File: config.mk
export PLATFORM = sky130hd
export DESIGN_NAME = instruction_fetch_memory
export DESIGN_NICKNAME = d
export VERILOG_FILES = /design/src/rtl/instruction_fetch_memory.sv
export SDC_FILE = /design/constraint.sdc
export NUM_CORES = 2
export LEC_CHECK = 0
export CAP_MARGIN = 30
export CORE_MARGIN = 3
export CORE_UTILIZATION = 30
export DETAILED_ROUTE_END_ITERATION = 10
export DONT_BUFFER_PORTS = 1
export PLACE_DENSITY = 0.46
export SKIP_LAST_GASP = 1
export SLEW_MARGIN = 5
export SYNTH_ARGS = -nofsm -noshare
export SYNTH_HDL_FRONTEND = slang
export SYNTH_SLANG_ARGS = --single-unit
File: constraint.sdc
create_clock -name clk -period 6.3 [get_ports clk]
set_input_delay 0.945 -clock clk [delete_from_list [all_inputs] [get_ports clk]]
set_output_delay 0.945 -clock clk [all_outputs]
set_load 0.02 [all_outputs]
File: src/rtl/instruction_fetch_memory.sv
// Synchronous-read instruction memory: cleared after reset, loaded through a
// programming port, then serves byte-addressed fetches through a valid-tagged pipeline.
module instruction_fetch_memory #(
  parameter int unsigned MEMORY_DEPTH = 64,
  parameter int unsigned DATA_WIDTH   = 32,
  parameter int unsigned READ_LATENCY = 1,
  parameter logic [31:0] BASE_ADDRESS = 32'h0040_0000
) (
  input  logic                  clk,
  input  logic                  reset,
  input  logic                  fetch_req,
  input  logic [31:0]           fetch_address,
  output logic                  fetch_ready,
  output logic                  instr_valid,
  output logic [DATA_WIDTH-1:0] instruction,
  output logic                  addr_error,
  input  logic                  prog_en,
  input  logic [31:0]           prog_address,
  input  logic [DATA_WIDTH-1:0] prog_data,
  input  logic                  prog_done,
  input  logic                  reload,
  output logic                  load_error,
  output logic [1:0]            mem_state
);

  localparam int unsigned AW = $clog2(MEMORY_DEPTH);
  localparam int unsigned PL = READ_LATENCY;

  typedef enum logic [1:0] {
    S_CLEAR = 2'd0,
    S_LOAD  = 2'd1,
    S_RUN   = 2'd2,
    S_DRAIN = 2'd3
  } state_t;

  state_t                r_state;
  logic [AW-1:0]         r_cnt;
  logic                  r_fetch_ready;
  logic                  r_load_error;
  logic [DATA_WIDTH-1:0] r_mem [MEMORY_DEPTH];

  // Stage 0 is the synchronous memory read; stage PL drives the outputs.
  logic                  r_pv [PL+1];
  logic                  r_pe [PL+1];
  logic [DATA_WIDTH-1:0] r_pd [PL+1];

  logic [31:0]           w_off;
  logic                  w_fetch_err;
  logic [AW-1:0]         w_fetch_idx;
  logic                  w_accept;
  logic                  w_prog_ok;
  logic                  w_inflight;
  logic                  w_mem_we;
  logic [AW-1:0]         w_mem_addr;
  logic [DATA_WIDTH-1:0] w_mem_wdata;

  // Addresses below the base wrap to large offsets and fail the range test.
  assign w_off       = fetch_address - BASE_ADDRESS;
  assign w_fetch_err = (w_off[1:0] != 2'b00) || (w_off[31:AW+2] != '0);
  assign w_fetch_idx = w_off[AW+1:2];
  assign w_accept    = fetch_req && r_fetch_ready;
  assign w_prog_ok   = (prog_address[31:AW] == '0);

  always_comb begin
    w_inflight = 1'b0;
    for (int k = 0; k < PL; k++) begin
      w_inflight = w_inflight | r_pv[k];
    end
  end

  always_comb begin
    w_mem_we    = 1'b0;
    w_mem_addr  = r_cnt;
    w_mem_wdata = '0;
    if (r_state == S_CLEAR) begin
      w_mem_we = 1'b1;
    end else if (r_state == S_LOAD && prog_en && w_prog_ok) begin
      w_mem_we    = 1'b1;
      w_mem_addr  = prog_address[AW-1:0];
      w_mem_wdata = prog_data;
    end
  end

  always_ff @(posedge clk) begin
    if (w_mem_we) begin
      r_mem[w_mem_addr] <= w_mem_wdata;
    end
  end

  always_ff @(posedge clk or negedge reset) begin
    if (!reset) begin
      r_state       <= S_CLEAR;
      r_cnt         <= '0;
      r_fetch_ready <= 1'b0;
      r_load_error  <= 1'b0;
    end else begin
      case (r_state)
        S_CLEAR: begin
          r_cnt <= r_cnt + AW'(1);
          if (r_cnt == AW'(MEMORY_DEPTH - 1)) begin
            r_state <= S_LOAD;
          end
        end
        S_LOAD: begin
          if (prog_en && !w_prog_ok) begin
            r_load_error <= 1'b1;
          end
          if (prog_done) begin
            r_state       <= S_RUN;
            r_fetch_ready <= 1'b1;
          end
        end
        S_RUN: begin
          if (reload) begin
            r_state       <= S_DRAIN;
            r_fetch_ready <= 1'b0;
          end
        end
        S_DRAIN: begin
          if (!w_inflight) begin
            r_state      <= S_CLEAR;
            r_cnt        <= '0;
            r_load_error <= 1'b0;
          end
        end
        default: begin
          r_state       <= S_CLEAR;
          r_fetch_ready <= 1'b0;
        end
      endcase
    end
  end

  always_ff @(posedge clk or negedge reset) begin
    if (!reset) begin
      for (int k = 0; k <= PL; k++) begin
        r_pv[k] <= 1'b0;
        r_pe[k] <= 1'b0;
        r_pd[k] <= '0;
      end
    end else begin
      r_pv[0] <= w_accept;
      r_pe[0] <= w_accept && w_fetch_err;
      r_pd[0] <= (w_accept && !w_fetch_err) ? r_mem[w_fetch_idx] : '0;
      for (int k = 1; k <= PL; k++) begin
        r_pv[k] <= r_pv[k-1];
        r_pe[k] <= r_pe[k-1];
        r_pd[k] <= r_pd[k-1];
      end
    end
  end

  assign fetch_ready = r_fetch_ready;
  assign instr_valid = r_pv[PL];
  assign instruction = r_pd[PL];
  assign addr_error  = r_pe[PL];
  assign load_error  = r_load_error;
  assign mem_state   = r_state;

endmodule
==> impl_metrics.toml <==
[pwr]
power.density_mw_per_mm2 = 305.5
power.total_mw = 28.76
leakage_nw = 24.25
max-vdd-ir-drop_mv = 0.2923

[synthesis]
yosys_warnings = 0
synth_top_family_by_area = "multiplexers"
synth_xor_area_share_pct = 0.05345
synth.area.top_cells = "edfxtp_1, mux4_2, dfrtp_1, mux2i_1, buf_4"
synth-simple-area-share_pct = 2.226
synthAdderAreaFrac_pct = 0.07635
yosys.area.top_type = "edfxtp_1"
synth-seq-cells = 2126
synth_compound_area_share_pct = 1.831
netlist-cell-type-count = 64
syn_avg_cell_area_um2 = 22.55
synth_flop_cell = "edfxtp_1"
synth_area_mm2 = 0.08193
synthMuxAreaShare_pct = 16.38
synth_nets = 3740
async_flop_share_pct = 3.669
synth_edf_count = 2048
seq_area_frac_synth_pct = 77.44
synthDominantCellAreaShare_pct = 75.06
synth_cells = 3633

[critical_path]
cp-start-kind = "input pin"
worst-path-max-fanout = 102
cp-end-kind = "flip-flop"
crit_arrival_ps = 4760
required_ps = 7050
path_class = "in2reg"

[floorplanning]
pin_count = 140
fp.dieArea_mm2 = 0.2794
initial_utilization_pct = 30.21
die_w_um = 528.6
core_mm2 = 0.2712
rows = 191
die_y_um = 528.6

[detailed_routing]
vias_per_cell = 5.107
drt-total-wl_um = 245800
first_iter_violations = 4226
vias = 38650
final_antenna_net_count = 0
drc = 0
wl_per_cell_um = 32.48
drt_first_pass_iters = 5

[grt]
grt_max_degree = 538
grt_pass1_vias = 39020
grt_overflow = 0
antenna_found_initial = 31
grt_use_total_pct = 17.43
grt_pass1_wl_um = 337400

[final_layout]
most-common-layout-cells = "edfxtp_1, mux4_2, clkbuf_16"
mostFrequentLayoutCell = "edfxtp_1"
final_nets = 3896
num-fill-cells = 24890
fin_util_pct = 34.70
multi_input_area_mm2 = 0.01735
drive_gt1_share_pct = 28.64
area_delta_synth_final_pct = 14.87
seqCellArea_mm2 = 0.06345
instances_no_fill = 7569

[placed_design]
post-dp-hpwl_um = 141200
placed_cells = 7116
io_buffers = 0
pre_cts_slack_ps = 2239
place.gp.congestion = 0.7899

[clock_network]
cts_buffer_depth = 3
clock_latency_ps = 860
htreeDepth = 4
cts_tree = "done"
clock_sinks = 2126
cts_root_buffer = "clkbuf_16"
clkTransAtPathRegs_ps = 60
cts_resized = 0
cts_buffers = 223

[sta]
setup-tns-final_ps = 0
fin_crit_sh_pct = 63.69
final_hold_viol_count = 0
relSlewSlack_pct = -20.71
worstMarginPinSlew_ps = 1811
skew_ps = 26.75
rsz0062_at_grt = "no"
period_needed_ps = 4012
worst_slack_ps = 2288
slew_viol_final = 95
max_freq_mhz = 249.2
final-setup-viol-count = 0

[job]
cap_violations = 0

[status]
violations = "max-slew violations"
status = "complete, but fails checks"

[hold_path]
hp-class = "in2reg"
-- report_power, final --
group / internal, mW / switching, mW / leakage [nW]
clock: 7.51 / 5.49 / 3.55
sequential: 15.3 / 0 / 15.3
combinational: 0.214 / 0.284 / 5.37
-- cell usage after synthesis (6+ instances only) --
library cell / count
mux4_2: 519
a221oi_1: 22
nand2b_1: 6
buf_2: 53
o2111ai_1: 12
buf_12: 9
buf_4: 53
nor3_1: 77
mux2_2: 23
nand4_1: 12
a311oi_1: 8
buf_8: 7
and2_1: 36
nor2_1: 72
o21ai_0: 29
inv_1: 11
nor4_1: 26
edfxtp_1: 2048
dfrtp_1: 78
nand3_1: 27
a21oi_1: 17
a221o_1: 6
nor2b_1: 23
mux2i_1: 134
a22o_1: 11
a22oi_1: 18
buf_6: 29
clkbuf_1: 61
a211oi_1: 10
o22ai_1: 16
nand2_1: 85
buf_1: 13
a31oi_1: 11
-- cell families (layout without fill, tap and decap cells) --
kind of cell               Yosys count  count (layout)
and+or+nand+nor                    374             374
muxes                              681             681
xor gates and xnor gates             5               5
buffers and inverters              242             583
other                                0              25
adders and majority gates            5               5
AOI/OAI and AO/OA                  200             200
DFF                               2126            2126
-- worst max-delay path: stages --
cell     delay (ps)
buf_16          540
buf_16          520
mux4_2          650
mux4_2          590
mux2i_1         590
o32ai_1         210
buf_4           190
-- flip-flops by register name, indices dropped and copies added, names as in the netlist --
register     flops
addr_error       1
fetch_ready      1
instr_valid      1
instruction     32
load_error       1
mem_state        2
r_cnt            6
r_mem         2048
r_pd            32
r_pe             1
w_inflight       1
-- repair_timing --
action | 4_1_cts | 5_1_grt
buffers inserted | 0 | 0
endpoints found under the hold margin | 78 | 0
hold buffers | 2 | 0
setup endpoints to repair | 0 | 0
-- final timing paths --
check,from,end,slack (ps),cells past startpoint
setup / recovery,fetch_address[2],r_pd[37],2290,7
hold / removal,reload,fetch_ready,300,2
setup reg to reg,mem_state[0],r_mem[24][22],2550,9
hold reg to reg,r_pd[62],instruction[30],350,0
max in group asynchronous,reset,instruction[26],5010,2
min in group asynchronous,reset,instruction[20],690,2
-- layout make-up --
type | count | share of cell area [%]
sequential | 2126 | 67.42
multi-input combinational | 1265 | 18.43
clock buffer | 293 | 6.547
tap | 3570 | 4.746
timing repair buffer | 159 | 1.613
clock inverter | 117 | 1.115
antenna | 25 | 0.06647
inverter | 14 | 0.06248
-- per-stage QoR --
stage	hold WS, ps	cell area (um^2)
floorplan	331.2	81930
global placement	337.0	86300
detailed placement	335.8	86470
CTS	213.8	93720
global route	257.4	94090
finish	297.4	94120
-- metal layers --
metal	vias to the layer above	track usage [%]	routed length, um
li1	15730	-	-
met1	21320	23.47	103200
met2	1271	28.78	120800
met3	332	2.941	14460
met4	4	5.504	7314
met5	-	0	27
No activity file was read; power rests on OpenSTA's default activity.
